### src/rtl/uart_time_rx_if.sv
// Output bundle of uart_time_rx: serial input, received byte, decoded BCD time,
// event pulses and the bit-FSM state for observation.
interface uart_time_rx_if;
    // No backpressure anywhere: every *_valid / *_err strobe is a single-cycle
    // event and its data stays stable until the next strobe of the same kind.
    logic       uart_rxd;
    logic [7:0] rx_byte;
    logic       rx_byte_valid;
    logic [7:0] hours;
    logic [7:0] minutes;
    logic [7:0] seconds;
    logic       time_valid;
    logic       frame_err;
    logic       parse_err;
    logic [1:0] rx_state;

    modport master (
        output uart_rxd,
        input  rx_byte, rx_byte_valid, hours, minutes, seconds,
        input  time_valid, frame_err, parse_err, rx_state
    );

    modport slave (
        input  uart_rxd,
        output rx_byte, rx_byte_valid, hours, minutes, seconds,
        output time_valid, frame_err, parse_err, rx_state
    );
endinterface

### src/rtl/uart_time_rx.sv
// 8N1 UART receiver that parses "HH:MM:SS<CR>" lines into packed BCD time.
// Define UART_TIME_RX_SEG_EN to add six registered active-low seven-segment outputs.
module uart_time_rx #(
    parameter int CLK_HZ = 50000000,
    parameter int BAUD   = 115200
) (
    input  logic           clk_clk,
    input  logic           reset_reset,
    uart_time_rx_if.slave  io
`ifdef UART_TIME_RX_SEG_EN
    ,
    output logic [7:0]     segment1_export,
    output logic [7:0]     segment2_export,
    output logic [7:0]     segment3_export,
    output logic [7:0]     segment4_export,
    output logic [7:0]     segment5_export,
    output logic [7:0]     segment6_export
`endif
);

    localparam int CLKS_PER_BIT = CLK_HZ / BAUD;
    localparam int CW           = $clog2(CLKS_PER_BIT);
    localparam logic [CW-1:0] HALF_LOAD = CW'(CLKS_PER_BIT / 2 - 1);
    localparam logic [CW-1:0] FULL_LOAD = CW'(CLKS_PER_BIT - 1);

    localparam logic [7:0] CH_LF    = 8'h0A;
    localparam logic [7:0] CH_CR    = 8'h0D;
    localparam logic [7:0] CH_COLON = 8'h3A;

    typedef enum logic [1:0] {
        S_IDLE  = 2'd0,
        S_START = 2'd1,
        S_DATA  = 2'd2,
        S_STOP  = 2'd3
    } state_t;

    // ---------------------------------------------------------------
    // Input synchroniser
    // ---------------------------------------------------------------
    logic [1:0] sync;
    logic       rxs;

    always_ff @(posedge clk_clk) begin
        if (reset_reset) begin
            sync <= 2'b11;
        end else begin
            sync <= {sync[0], io.uart_rxd};
        end
    end

    assign rxs = sync[1];

    // ---------------------------------------------------------------
    // Bit FSM
    // ---------------------------------------------------------------
    state_t        state;
    logic [CW-1:0] cnt;
    logic [2:0]    bit_idx;
    logic [7:0]    shreg;
    logic [7:0]    rx_byte_r;
    logic          byte_vld_r;
    logic          frame_err_r;
    logic          need_high;

    always_ff @(posedge clk_clk) begin
        if (reset_reset) begin
            state       <= S_IDLE;
            cnt         <= '0;
            bit_idx     <= 3'd0;
            shreg       <= 8'h00;
            rx_byte_r   <= 8'h00;
            byte_vld_r  <= 1'b0;
            frame_err_r <= 1'b0;
            need_high   <= 1'b0;
        end else begin
            byte_vld_r  <= 1'b0;
            frame_err_r <= 1'b0;
            case (state)
                S_IDLE: begin
                    // After a bad stop bit the line must return high before a new start counts.
                    if (need_high) begin
                        if (rxs) need_high <= 1'b0;
                    end else if (!rxs) begin
                        cnt   <= HALF_LOAD;
                        state <= S_START;
                    end
                end
                S_START: begin
                    if (cnt == '0) begin
                        if (!rxs) begin
                            cnt     <= FULL_LOAD;
                            bit_idx <= 3'd0;
                            state   <= S_DATA;
                        end else begin
                            state <= S_IDLE;
                        end
                    end else begin
                        cnt <= cnt - 1'b1;
                    end
                end
                S_DATA: begin
                    if (cnt == '0) begin
                        shreg <= {rxs, shreg[7:1]};
                        cnt   <= FULL_LOAD;
                        if (bit_idx == 3'd7) begin
                            state <= S_STOP;
                        end else begin
                            bit_idx <= bit_idx + 1'b1;
                        end
                    end else begin
                        cnt <= cnt - 1'b1;
                    end
                end
                S_STOP: begin
                    // Returning to IDLE mid stop bit leaves room for back-to-back frames.
                    if (cnt == '0) begin
                        if (rxs) begin
                            rx_byte_r  <= shreg;
                            byte_vld_r <= 1'b1;
                        end else begin
                            frame_err_r <= 1'b1;
                            need_high   <= 1'b1;
                        end
                        state <= S_IDLE;
                    end else begin
                        cnt <= cnt - 1'b1;
                    end
                end
                default: state <= S_IDLE;
            endcase
        end
    end

    // ---------------------------------------------------------------
    // Line parser
    // ---------------------------------------------------------------
    logic [3:0] pos;
    logic [3:0] dig [6];
    logic [2:0] didx;
    logic [7:0] hours_r, minutes_r, seconds_r;
    logic       tv_r, perr_r;
    logic       is_digit, range_ok;
    logic [7:0] hours_n, minutes_n, seconds_n;

    assign is_digit  = (rx_byte_r >= 8'h30) && (rx_byte_r <= 8'h39);
    assign hours_n   = {dig[0], dig[1]};
    assign minutes_n = {dig[2], dig[3]};
    assign seconds_n = {dig[4], dig[5]};
    // Digits are already 0..9, so packed BCD compares correctly as plain binary.
    assign range_ok  = (hours_n <= 8'h23) && (minutes_n <= 8'h59) && (seconds_n <= 8'h59);

    always_comb begin
        didx = 3'd0;
        case (pos)
            4'd1:    didx = 3'd1;
            4'd3:    didx = 3'd2;
            4'd4:    didx = 3'd3;
            4'd6:    didx = 3'd4;
            4'd7:    didx = 3'd5;
            default: didx = 3'd0;
        endcase
    end

    always_ff @(posedge clk_clk) begin
        if (reset_reset) begin
            pos       <= 4'd0;
            for (int i = 0; i < 6; i++) dig[i] <= 4'd0;
            hours_r   <= 8'h00;
            minutes_r <= 8'h00;
            seconds_r <= 8'h00;
            tv_r      <= 1'b0;
            perr_r    <= 1'b0;
        end else begin
            tv_r   <= 1'b0;
            perr_r <= 1'b0;
            if (frame_err_r) begin
                pos <= 4'd0;
            end else if (byte_vld_r) begin
                case (pos)
                    4'd0, 4'd1, 4'd3, 4'd4, 4'd6, 4'd7: begin
                        if (is_digit) begin
                            dig[didx] <= rx_byte_r[3:0];
                            pos       <= pos + 4'd1;
                        end else if (!(pos == 4'd0 && rx_byte_r == CH_LF)) begin
                            perr_r <= 1'b1;
                            pos    <= 4'd0;
                        end
                    end
                    4'd2, 4'd5: begin
                        if (rx_byte_r == CH_COLON) begin
                            pos <= pos + 4'd1;
                        end else begin
                            perr_r <= 1'b1;
                            pos    <= 4'd0;
                        end
                    end
                    4'd8: begin
                        if (rx_byte_r == CH_CR && range_ok) begin
                            hours_r   <= hours_n;
                            minutes_r <= minutes_n;
                            seconds_r <= seconds_n;
                            tv_r      <= 1'b1;
                        end else begin
                            perr_r <= 1'b1;
                        end
                        pos <= 4'd0;
                    end
                    default: pos <= 4'd0;
                endcase
            end
        end
    end

    assign io.rx_byte       = rx_byte_r;
    assign io.rx_byte_valid = byte_vld_r;
    assign io.frame_err     = frame_err_r;
    assign io.hours         = hours_r;
    assign io.minutes       = minutes_r;
    assign io.seconds       = seconds_r;
    assign io.time_valid    = tv_r;
    assign io.parse_err     = perr_r;
    assign io.rx_state      = state;

`ifdef UART_TIME_RX_SEG_EN
    // Active-low a..g in bits 0..6, decimal point held off.
    function automatic logic [7:0] seg_enc(input logic [3:0] d);
        logic [6:0] on;
        case (d)
            4'd0:    on = 7'h3F;
            4'd1:    on = 7'h06;
            4'd2:    on = 7'h5B;
            4'd3:    on = 7'h4F;
            4'd4:    on = 7'h66;
            4'd5:    on = 7'h6D;
            4'd6:    on = 7'h7D;
            4'd7:    on = 7'h07;
            4'd8:    on = 7'h7F;
            4'd9:    on = 7'h6F;
            default: on = 7'h00;
        endcase
        return {1'b1, ~on};
    endfunction

    always_ff @(posedge clk_clk) begin
        if (reset_reset) begin
            segment1_export <= 8'hC0;
            segment2_export <= 8'hC0;
            segment3_export <= 8'hC0;
            segment4_export <= 8'hC0;
            segment5_export <= 8'hC0;
            segment6_export <= 8'hC0;
        end else begin
            segment1_export <= seg_enc(seconds_r[3:0]);
            segment2_export <= seg_enc(seconds_r[7:4]);
            segment3_export <= seg_enc(minutes_r[3:0]);
            segment4_export <= seg_enc(minutes_r[7:4]);
            segment5_export <= seg_enc(hours_r[3:0]);
            segment6_export <= seg_enc(hours_r[7:4]);
        end
    end
`endif

endmodule

### src/flat_wrapper.sv
// flat-port wrapper written by rule: the top's interface ports become plain ports
module uart_time_rx_flat 
#(
    parameter int CLK_HZ = 50000000,
    parameter int BAUD   = 115200
)
  (clk_clk, reset_reset, io_uart_rxd, io_rx_byte, io_rx_byte_valid, io_hours, io_minutes, io_seconds, io_time_valid, io_frame_err, io_parse_err, io_rx_state);
  uart_time_rx_if io_i ();
  input  logic clk_clk;
  input  logic reset_reset;
  input wire logic [$bits(io_i.uart_rxd)-1:0] io_uart_rxd;
  output wire logic [$bits(io_i.rx_byte)-1:0] io_rx_byte;
  output wire logic [$bits(io_i.rx_byte_valid)-1:0] io_rx_byte_valid;
  output wire logic [$bits(io_i.hours)-1:0] io_hours;
  output wire logic [$bits(io_i.minutes)-1:0] io_minutes;
  output wire logic [$bits(io_i.seconds)-1:0] io_seconds;
  output wire logic [$bits(io_i.time_valid)-1:0] io_time_valid;
  output wire logic [$bits(io_i.frame_err)-1:0] io_frame_err;
  output wire logic [$bits(io_i.parse_err)-1:0] io_parse_err;
  output wire logic [$bits(io_i.rx_state)-1:0] io_rx_state;
  assign io_i.uart_rxd = io_uart_rxd;
  assign io_rx_byte = io_i.rx_byte;
  assign io_rx_byte_valid = io_i.rx_byte_valid;
  assign io_hours = io_i.hours;
  assign io_minutes = io_i.minutes;
  assign io_seconds = io_i.seconds;
  assign io_time_valid = io_i.time_valid;
  assign io_frame_err = io_i.frame_err;
  assign io_parse_err = io_i.parse_err;
  assign io_rx_state = io_i.rx_state;
  uart_time_rx #(.CLK_HZ(CLK_HZ), .BAUD(BAUD)) u_core (.clk_clk(clk_clk), .reset_reset(reset_reset), .io(io_i));
endmodule
### config.mk
export PLATFORM = sky130hd
export DESIGN_NAME = uart_time_rx_flat
export DESIGN_NICKNAME = d
export VERILOG_FILES = /design/src/rtl/uart_time_rx_if.sv /design/src/rtl/uart_time_rx.sv /design/src/flat_wrapper.sv
export SDC_FILE = /design/constraint.sdc
export NUM_CORES = 1
export LEC_CHECK = 0
export ABC_AREA = 0
export CAP_MARGIN = 20
export CORE_ASPECT_RATIO = 1.4
export CORE_UTILIZATION = 45
export DETAILED_ROUTE_END_ITERATION = 16
export MAX_ROUTING_LAYER = met4
export PLACE_DENSITY_LB_ADDON = 0.2
export SLEW_MARGIN = 20
export SYNTH_ARGS = -nofsm -noshare
export SYNTH_HDL_FRONTEND = slang
export SYNTH_SLANG_ARGS = --single-unit
### constraint.sdc
create_clock -name clk_clk -period 4.33 [get_ports clk_clk]
set_input_delay 0.433 -clock clk_clk [delete_from_list [all_inputs] [get_ports clk_clk]]
set_output_delay 0.433 -clock clk_clk [all_outputs]
set_load 0.05 [all_outputs]
==> Yosys cells after proc, flatten, opt, wreduce, memory -nomap -nowiden <==
Memory sizes are Yosys's and may differ from the RTL's.
Index checks and enable logic that the tools add are counted.
{ "totals": {"reg_bits": 65, "mem_bits_rw": 24, "elab_cells": 129, "memories": 1} }
{ "op_classes": {"add_sub_neg": 3, "magnitude_cmp": 5, "n_eq_ne": 27, "muxes": 48, "bitwise": 5, "n_reduce_logical": 25} }
{ "memory_table": {"columns": ["name", "depth", "word_bits", "rd", "rd_ports_with_merged_regs", "write_ports", "line_no", "rtl"], "rows": [
  ["u_core.dig", 6, 4, 6, 0, 6, "uart_time_rx.sv:138", "logic [3:0] dig [6];"]
]} }
{ "op_table": {"columns": ["operator", "count"], "rows": [
  ["$mux W9", 6],
  ["$pmux W9 S4", 1],
  ["$mux W1", 19],
  ["$eq A4 B3 Y1 const B", 4],
  ["$eq A8 B4 Y1 const B", 2],
  ["$le A8 B6 Y1 const B", 2],
  ["$le A8 B7 Y1 const B", 2],
  ["$mux W4", 4],
  ["$mux W3", 5],
  ["$pmux W3 S5", 1],
  ["$mux W2", 7],
  ["$ne A2 B2 Y1 const B", 6],
  ["$logic_not A9 Y1", 1],
  ["$sub A9 B1 Y9 const B", 1],
  ["$eq A4 B2 Y1 const B", 2],
  ["$eq A8 B6 Y1 const B", 1],
  ["$ge A8 B6 Y1 const B", 1],
  ["$ne A2 B1 Y1 const B", 4],
  ["$pmux W2 S4", 1],
  ["$pmux W4 S2", 1],
  ["$reduce_and A4 Y1", 2],
  ["$reduce_or A4 Y1", 2],
  ["$pmux W3 S2", 1],
  ["$reduce_and A3 Y1", 2],
  ["22 further kinds", 35]
]} }

==> Depth between registers and ports, before layout <==
{ "depth": {"depth_word": 10, "ltp_mapped": 8, "mapped_depth_nobuf": 6} }

==> Worst setup path before layout <==
Ideal clock, no wire load.
{ "synth_path": {"path_type": "register to register", "start": "register u_core.state[0], in the netlist u_core.io.rx_state[0]", "end": "register u_core.bit_idx[0]", "t_arrival_ns": 2.334, "t_required_ns": 4.260, "slack_ns": 1.926, "stages_incl_launch_ff": 8, "period_less_slack_ns": 2.404, "path_cell_list": "dfxtp_1 inv_1 ha_1 clkbuf_1 a21boi_0 nand4_1 or3b_1 a21oi_1"} }
{ "synth_between": {"elab_chain_cells": 3, "word_cells_on_any_way": 9} }
{ "synth_rtl": {"columns": ["item", "line_no", "rtl"], "rows": [
  ["from (decl)", "uart_time_rx.sv:56", "state_t state;"],
  ["from (signal assigned)", "uart_time_rx.sv:67", "state <= S_IDLE;"],
  ["from (signal assigned)", "uart_time_rx.sv:85", "state <= S_START;"],
  ["from (signal assigned)", "uart_time_rx.sv:93", "state <= S_DATA;"],
  ["$eq A2 B2 Y1 or $eq A2 B1 Y1 (tied branches)", "uart_time_rx.sv:78", "case (state)"],
  ["$ne A2 B2 Y1 (no source line), or another cell as far along", null, null],
  ["$reduce_and A5 Y1 (no source line)", null, null],
  ["to (signal assigned)", "uart_time_rx.sv:108", "bit_idx <= bit_idx + 1'b1;"],
  ["to (decl)", "uart_time_rx.sv:58", "logic [2:0] bit_idx;"]
]} }
Several ways; a longest one is shown, not always the timed one.
A chain may end at the register's enable or synchronous reset.

==> impl_metrics.tcl <==
set metrics [dict create \
    cts_buffers 9 \
    num-nets-final 483 \
    core-area_um2 9183 \
    yosysSeqAreaShare 0.4687 \
    finalCritPeriodShare 0.6185 \
    fmax_mhz 373.4 \
    syn_nets 454 \
    grt_pass1_wl_mm 15.36 \
    peakVddDrop_mv 0.1895 \
    yosys.area.top_type "dfxtp_1" \
    crit_fanout 8 \
    synthArstFlopShare 0 \
    max-slew-margin-rel 0.3788 \
    setup_tns_ps 0 \
    layout-drive-gt1-share 0.07822 \
    placed_area_um2 4757 \
    diodes 0 \
    skew_ps 6.794 \
    seq_power_share 0.472 \
    grt_pass1_vias 3089 \
    ys_seq_elements 89 \
    post-route-drc-count 0 \
    netSwitchingPower_mw 0.5463 \
    finalCriticalPeriod_ps 2678 \
    p_per_area_nw_per_um2 380.0 \
    syn2layout_area_growth_pct 16.91 \
    clock-sinks 89 \
    gp_congestion 0.8980 \
    syn-instance-count 439 \
    start_kind "input port" \
    status "complete, no violations" \
    fin_area_um2 5044 \
    p_clk_frac 0.379 \
    max-clock-path-buffers 2 \
    synth_warnings 0 \
    htreeDepth 3 \
    grtUsageTotal 0.2011 \
    cts_resized 0 \
    die_x_um 84.75 \
    hpwl_mm 6.427 \
    pin_count 41 \
    synth.distinct_cells 64 \
    grtUsageMet2 0.3404 \
    initial_core_util 0.4698 \
    post-cts-setup-buffer-count 0 \
    fp.dieH_um 117.9 \
    synth_area_leaders "dfxtp_1, edfxtp_1, mux2i_1, nand2_1, ha_1" \
    routed_wl_mm 9.239 \
    port_buffers 40 \
    finalHoldViolCount 0 \
    hold_path_startpoint "u_core.sync[0]" \
    holdCritPathClass "flip-flop to flip-flop" \
    syn_area_um2 4314 \
    p_int_mw 1.370 \
    grt_max_degree 51 \
    nFillCells 825 \
    antenna_found_initial 0 \
    vias_per_cell 5.729 \
    grt-ovfl-total 0 \
    cts_hold_buf 0 \
    grt_use_met1 0.2290 \
    cp_data_arrival_time_ps 2730 \
    synth-edff-count 24 \
    syn_avg_cell_area_um2 9.827 \
    row_count 41 \
    cp-startpoint "reset_reset" \
    clk_latency_ps 340 \
    timing.rr.start "u_core.pos[0]" \
    wl_per_cell_um 15.93 \
    cts_root_buf "clkbuf_16" \
    cap_violations 0 \
    end_kind "flip-flop" \
    cts.clk_slew.worst_paths_ps 60 \
    rsz0062_at_grt "false" \
    cts_tree "built" \
    cp.required_ps 4380 \
    grt_use_met3 0.04698 \
    switching_share 0.2851 \
    drv_slew 0 \
    ant_nets 0 \
    combPwrFrac 0.149 \
    worst-setup-path-type "input port to flip-flop" \
    worst_slew_pin_slew_ps 908.3 \
    drt_iter0_markers 121 \
    first_pass_iters 10 \
    synthFlopType "dfxtp_1" \
    netlist.area_leader.share 0.3016 \
    power.leakage_nw 1.785 \
    vias 3323 \
    grt.busiest_layer "met2" \
    setup_violations 0 \
    die_area_um2 9988 \
]
## per-layer routing
metal  part of all wire  wire [um]
met1               0.44       4071
met2               0.52       4779
met3              0.024        224
met4              0.018        163
met5                  0          0
## synth_stat cells, types with 11 or more instances
library cell and count:
edfxtp_1 24, nand3_1 15, nor3_1 11, a21oi_1 19, clkbuf_1 18, inv_1 16, ha_1 12, dfxtp_1 65
nand2_1 63, and2_1 14, nor2_1 17, mux2i_1 32
## area by class of cell
class	instances	area, um2	area share
multi-input cells	309	2123	0.4210
well taps	107	133.9	0.02654
clock buffers	10	239.0	0.04738
inverters	16	60.06	0.01191
repair buffers	43	422.9	0.08385
flip-flops and latches	89	2022	0.4009
clock inverters	6	42.54	0.008435
## cell usage in the layout, fill, tap and decap left out, drive strengths merged, types with 5 or more instances in the layout
master         synthesis  routed
dfxtp                 65      65
nand2                 63      63
clkdlybuf4s50          0      40
mux2i                 32      32
edfxtp                24      24
a21oi                 19      19
nor2                  17      17
inv                   16      17
nand3                 15      15
and2                  14      14
ha                    12      12
nor4                  12      12
nor3                  11      11
clkbuf                18      10
nor3b                  8       8
o21ai                  8       8
nor2b                  6       6
or2                    6       6
a31oi                  5       5
o21a                   5       5
a21o                   5       5
## sequential cells by signal, indices dropped and copies added (netlist names), named ones only
name / count
u_core.shreg: 8
u_core.io.parse_err: 1
u_core.io.minutes: 8
u_core.io.time_valid: 1
u_core.dig: 24
u_core.io.seconds: 8
u_core.pos: 4
u_core.io.rx_byte_valid: 1
u_core.sync: 2
u_core.io.rx_byte: 8
u_core.cnt: 9
u_core.io.hours: 8
u_core.bit_idx: 3
u_core.need_high: 1
u_core.io.frame_err: 1
u_core.io.rx_state: 1
## stage by stage
step | hold slack (ps) | total power, mW | std cells | setup WS (ps) | util
CTS | 407.3 | 1.929 | 580 | 1688 | 0.5487
detailed placement | 392.3 | 1.203 | 564 | 1340 | 0.5181
global route | 420.9 | 2.009 | 580 | 1315 | 0.5493
floorplan | 389.5 | 1.143 | 439 | 1926 | -
global placement | 391.9 | 1.199 | 564 | 1483 | 0.5181
finish | 407.3 | 1.916 | 580 | 1652 | 0.5493
## path summary, 6_finish.rpt
check,to,slack (ps),cells after the start
setup / recovery,u_core.dig[3][1],1650,5
hold / removal,u_core.sync[1],410,1
setup reg to reg,u_core.dig[3][1],1700,6
hold reg to reg,u_core.sync[1],410,1
## critical path, cell delays in order
cell             delay, ps
clkdlybuf4s50_1        590
nor3b_1                370
nand3_1                210
a2111oi_0              820
or2_2                  300
## cells by family (layout without fill, tap and decap cells)
logic type,after synthesis,after routing,synth area share
xor gates and xnor gates,3,3,0.006092
muxes,32,32,0.07425
AOI/OAI and AO/OA,77,77,0.1325
and+or+nand+nor,185,185,0.2433
buffers and inverters,41,75,0.04031
adders and majority gates,12,12,0.03480
DFF,89,89,0.4687
## power groups by stage
stage | Combinational, mW | Clock (mW) | Sequential (mW)
after CTS | 0.281 | 0.744 | 0.904
after floorplan | 0.220 | 0 | 0.923
after global routing | 0.313 | 0.788 | 0.907
final | 0.285 | 0.727 | 0.905
after global placement | 0.278 | 0 | 0.921
after detailed placement | 0.280 | 0 | 0.923
No activity file was read; power rests on OpenSTA's default activity.
